[src/rtl/dmem_arbiter.sv]
// Two-port (CPU / debug) arbiter with fixed wait states in front of one DataMemory port.
// Optional DMEM_ARB_LOCK_EN lets the debug port hold ownership for up to LOCK_MAX extra grants.
module dmem_arbiter #(
  parameter int ADDR_W      = 64,
  parameter int DATA_W      = 64,
  parameter int WAIT_CYCLES = 2,
  parameter int LOCK_MAX    = 4
) (
  input  logic              CLK,
  input  logic              resetl,
  input  logic              cpu_req,
  input  logic              cpu_we,
  input  logic [ADDR_W-1:0] cpu_addr,
  input  logic [DATA_W-1:0] cpu_wdata,
  output logic              cpu_done,
  output logic [DATA_W-1:0] cpu_rdata,
  output logic              cpu_stall,
  input  logic              dbg_req,
  input  logic              dbg_we,
  input  logic [ADDR_W-1:0] dbg_addr,
  input  logic [DATA_W-1:0] dbg_wdata,
  input  logic              dbg_lock,
  output logic              dbg_done,
  output logic [DATA_W-1:0] dbg_rdata,
  output logic [ADDR_W-1:0] mem_addr,
  output logic [DATA_W-1:0] mem_wdata,
  output logic              mem_rd,
  output logic              mem_wr,
  input  logic [DATA_W-1:0] mem_rdata,
  output logic              owner
);

  // state  | meaning
  // IDLE   | no transfer; arbitration and grant happen here
  // ACCESS | transfer in flight for WAIT_CYCLES cycles
  // DONE   | one-cycle completion pulse to the owning port
  typedef enum logic [1:0] {IDLE, ACCESS, DONE} state_t;

  localparam logic [3:0] CNT_LOAD = 4'(WAIT_CYCLES - 1);

  state_t            state, state_nxt;
  logic [3:0]        cnt;
  logic              last_grant;
  logic              owner_q;
  logic              lat_we;
  logic [ADDR_W-1:0] lat_addr;
  logic [DATA_W-1:0] lat_wdata;
  logic [DATA_W-1:0] cpu_rdata_q, dbg_rdata_q;
  logic              grant, grant_port, last_cycle;

`ifdef DMEM_ARB_LOCK_EN
  localparam int              LC_W       = $clog2(LOCK_MAX + 1);
  localparam logic [LC_W-1:0] LOCK_LIMIT = LC_W'(LOCK_MAX);
  logic [LC_W-1:0] lock_cnt;
  logic            lock_pend;
`else
  logic unused_lock;
  assign unused_lock = dbg_lock ^ (LOCK_MAX == 0);
`endif

  assign last_cycle = (state == ACCESS) && (cnt == 4'd0);

  always_ff @(posedge CLK or negedge resetl) begin
    if (!resetl) state <= IDLE;
    else         state <= state_nxt;
  end

  always_comb begin
    state_nxt  = state;
    grant      = 1'b0;
    grant_port = 1'b0;
    case (state)
      IDLE: begin
        if (cpu_req || dbg_req) begin
          grant     = 1'b1;
          state_nxt = ACCESS;
          if (cpu_req && dbg_req) begin
`ifdef DMEM_ARB_LOCK_EN
            if (lock_pend) grant_port = (lock_cnt < LOCK_LIMIT);
            else           grant_port = ~last_grant;
`else
            grant_port = ~last_grant;
`endif
          end else begin
            grant_port = dbg_req;
          end
        end
      end
      ACCESS:  if (cnt == 4'd0) state_nxt = DONE;
      DONE:    state_nxt = IDLE;
      default: state_nxt = IDLE;
    endcase
  end

  always_ff @(posedge CLK or negedge resetl) begin
    if (!resetl) begin
      cnt         <= 4'd0;
      last_grant  <= 1'b1;
      owner_q     <= 1'b0;
      lat_we      <= 1'b0;
      lat_addr    <= '0;
      lat_wdata   <= '0;
      cpu_rdata_q <= '0;
      dbg_rdata_q <= '0;
    end else begin
      if (grant) begin
        owner_q    <= grant_port;
        last_grant <= grant_port;
        lat_we     <= grant_port ? dbg_we    : cpu_we;
        lat_addr   <= grant_port ? dbg_addr  : cpu_addr;
        lat_wdata  <= grant_port ? dbg_wdata : cpu_wdata;
        cnt        <= CNT_LOAD;
      end else if (state == ACCESS && cnt != 4'd0) begin
        cnt <= cnt - 4'd1;
      end
      // Writes leave the port's read register untouched.
      if (last_cycle && !lat_we) begin
        if (owner_q) dbg_rdata_q <= mem_rdata;
        else         cpu_rdata_q <= mem_rdata;
      end
    end
  end

`ifdef DMEM_ARB_LOCK_EN
  always_ff @(posedge CLK or negedge resetl) begin
    if (!resetl) begin
      lock_cnt  <= '0;
      lock_pend <= 1'b0;
    end else begin
      if (grant) begin
        lock_pend <= 1'b0;
        if (!grant_port)                              lock_cnt <= '0;
        else if (lock_pend && lock_cnt < LOCK_LIMIT) lock_cnt <= lock_cnt + 1'b1;
      end
      if (state == DONE) lock_pend <= owner_q && dbg_lock && dbg_req;
    end
  end
`endif

  assign cpu_done  = (state == DONE) && !owner_q;
  assign dbg_done  = (state == DONE) &&  owner_q;
  assign cpu_rdata = cpu_rdata_q;
  assign dbg_rdata = dbg_rdata_q;
  assign cpu_stall = cpu_req & ~cpu_done;
  assign mem_addr  = (state == ACCESS) ? lat_addr  : '0;
  assign mem_wdata = (state == ACCESS) ? lat_wdata : '0;
  assign mem_rd    = (state == ACCESS) && !lat_we;
  assign mem_wr    = last_cycle && lat_we;
  assign owner     = owner_q;

endmodule

[config.mk]
export PLATFORM = sky130hd
export DESIGN_NAME = dmem_arbiter
export DESIGN_NICKNAME = d
export VERILOG_FILES = /design/src/rtl/dmem_arbiter.sv
export SDC_FILE = /design/constraint.sdc
export NUM_CORES = 1
export LEC_CHECK = 0
export BUFFER_PORTS_ARGS = -buffer_cell sky130_fd_sc_hd__clkbuf_2
export CORE_AREA = 3 3 227 229
export DETAILED_ROUTE_END_ITERATION = 10
export DIE_AREA = 0 0 230 232
export HOLD_SLACK_MARGIN = 0.03
export SLEW_MARGIN = 0
export SYNTH_ARGS = -nofsm -noshare
export SYNTH_HDL_FRONTEND = slang
export SYNTH_SLANG_ARGS = --single-unit
[constraint.sdc]
create_clock -name CLK -period 7.4 [get_ports CLK]
set_clock_uncertainty 0.1 [all_clocks]
set_input_delay 1.48 -clock CLK [delete_from_list [all_inputs] [get_ports CLK]]
set_output_delay 1.48 -clock CLK [all_outputs]
set_load 0.03 [all_outputs]
==> results.toml <==
[yosys]
yosysWarnings = 0
postSynthAreaPerCell_um2 = 10.4
synthTopCellsByCount = "dfrtp_1, nor2_1, o21ai_0"
synth_ff_type = "dfrtp_1"
async_flop_share_pct = 100
synth_seq_cells = 265
synth.area.top_cells = "dfrtp_1, mux2_2, o31ai_1"
ys_seq_area_share_pct = 53.7
netlist.area_leader.share_pct = 53.5
synth_cells = 1186
yosysUniqueCellTypes = 33
synth_most_common_cell = "dfrtp_1"
syn_area_um2 = 12300
synth-edff-count = 0
synth_top_area_cell = "dfrtp_1"
synth_nets = 1515

[final_layout]
final_layout_size_suffix_gt1_share_pct = 45.6
synthToLayoutAreaGrowth_pct = 37.2
fin_area_um2 = 16900
final.fill_count = 5131
fin_nets = 2035

[setup_path]
critPathRequiredTime_ps = 5820
critPathLaunchType = "flop"
r2r_cells = 5
cpPeakStageDelay_ps = 880
rr_endpoint = "dbg_rdata[35]$_DFFE_PN0P_"
arrival_ps = 3110
crit_buf_inv = 2
cp_top_family = "buffers and inverters"
cp-end-kind = "primary output"
critical_path_depth = 4
r2r_setup_slack_ps = 4380
crit_chain = "nor2b_4 > buf_4 > and2_1 > clkbuf_2"
worst-path-max-fanout = 101
crit_type = "flop to primary output"
r2r-start = "cnt[0]$_DFFE_PN0P_"
crit_slowest_cell = "buf_4"

[clocking]
htreeDepth = 1
clock_tree.root_cell = "clkbuf_16"
cts-resized-gates = 0
numCtsBuffers = 30
cts_buffer_depth = 3
tritoncts = "built"
insertion_delay_ps = 560
cts_hold_buf = 0
cts.sinks = 265
cts_setup_buffers = 0
clk_pin_slew_ps = 60

[die]
ios = 589
fp.coreArea_um2 = 49900
die_h_um = 232
num_rows = 82
start_util_pct = 24.8
dieArea_um2 = 53400
die_w_um = 230

[global_route]
grt_pass1_wl_um = 67600
track_usage_pct = 15.9
grt-ovfl-total = 0
grt_pass1_vias = 11587
grt_max_degree = 166
antenna_found_initial = 2

[min_path]
min_from = "lat_addr[36]$_DFFE_PN0P_"
min_delay_path_depth = 2
hold_path.class = "flop to flop"
min_to = "lat_addr[36]$_DFFE_PN0P_"

[sta]
whs_ps = 401
maxSlewViolCount = 0
min_period_ps = 4690
period_share_pct = 63.3
fmax_mhz = 213
finalSetupTns_ps = 0
slew_headroom_pct = 28.2
hold_violations = 0
finalSetupViolCount = 0
rsz0062_at_grt = "false"
tightestPinTransition_ps = 1080

[drt]
via_per_inst = 4.76
wl_met2_um = 21900
wl_met1_um = 17900
drcViolationCount = 0
wl_per_cell_um = 18.6
vias = 11442
totalWireLength_um = 44800
routed-wl-met3_um = 3580
first_iter_violations = 488
ant_nets = 0
first_pass_iters = 4
top_layer_used = "met4"

[placement]
gp_congestion = 0.839
postPlaceCellArea_um2 = 15800
portBuffers = 587
dp_hpwl_um = 31200

[power]
peakVddDrop_v = 0.000200
total_power_mw = 8.64
p_leak_nw = 8.18
powerDensity_nw_per_um2 = 510

[status]
status = "complete, no violations"

[flow_run]
maxCapViolCount = 0
## logic make-up after synthesis
| family | synth area share (%) |
|---|---|
| AOI/OAI and AO/OA | 18.8 |
| and+or+nand+nor | 11.5 |
| DFF | 53.7 |
| muxes | 11.9 |
| buffers and inverters | 3.87 |
| adders and majority gates | 0.203 |
## metal layers
metal	up-vias	GRT usage [%]
li1	5242	-
met1	5544	19.4
met2	582	27.5
met3	74	3.57
met4	0	6.18
met5	-	0
## report_power, final
| group | internal, mW | total, mW | switching [mW] | leakage [nW] |
|---|---|---|---|---|
| registers | 2.17 | 2.53 | 0.359 | 3.22 |
| clock network | 1.01 | 1.63 | 0.616 | 0.522 |
| logic | 1.39 | 4.48 | 3.09 | 4.44 |
| total | 4.58 | 8.64 | 4.06 | 8.18 |
## cells in the final DEF (no fill, tap or decap), drive strengths merged, types with 5 or more instances in the layout
| cell type | n |
|---|---|
| clkbuf | 626 |
| and2 | 128 |
| nor2 | 132 |
| dfrtp | 264 |
| bufinv | 6 |
| a21oi | 128 |
| o21ai | 133 |
| mux2 | 129 |
| clkinv | 5 |
| buf | 14 |
| o31ai | 128 |
## registers in the layout, summed over array words and instances, names as in the netlist
signal      flops
lat_we          1
lat_wdata      64
last_grant      1
state           2
owner           1
dbg_rdata      64
lat_addr       64
cnt             4
cpu_rdata      64
## worst reg2reg max path, cell delays in order (launching register included)
cell and delay, ps:
dfrtp_1 380, inv_1 100, ha_1 160, nor3b_1 610, nand3_4 880, mux2_2 670
## how the worst max path moves through the flow
stage / startpoint / end
after global routing: state[0]$_DFFE_PN0P_ / mem_addr[21]
after floorplan: cpu_req / cpu_stall
after detailed placement: state[0]$_DFFE_PN0P_ / mem_addr[21]
after global placement: state[0]$_DFFE_PN0P_ / mem_addr[21]
after CTS: state[0]$_DFFE_PN0P_ / mem_addr[21]
final: state[0]$_DFFE_PN0P_ / mem_addr[21]
## area by class of cell
| type | count | area (um2) | area share [%] |
|---|---|---|---|
| tap | 672 | 841 | 4.96 |
| timing repair buffer | 600 | 3060 | 18.1 |
| inverter | 3 | 11.3 | 0.0665 |
| antenna | 3 | 7.51 | 0.0443 |
| clock buffer | 40 | 850 | 5.02 |
| sequential | 265 | 6630 | 39.2 |
| multi-input combinational | 806 | 5310 | 31.3 |
| clock inverter | 15 | 235 | 1.39 |
## through the flow
step | setup WS (ps) | util, % | instances
floorplan | 3880 | - | 1186
global placement | 3200 | 31.8 | 2346
detailed placement | 3240 | 31.8 | 2346
CTS | 2620 | 34.0 | 2401
global route | 2380 | 34.0 | 2403
finish | 2710 | 34.0 | 2404
No activity file was read; power rests on OpenSTA's default activity.
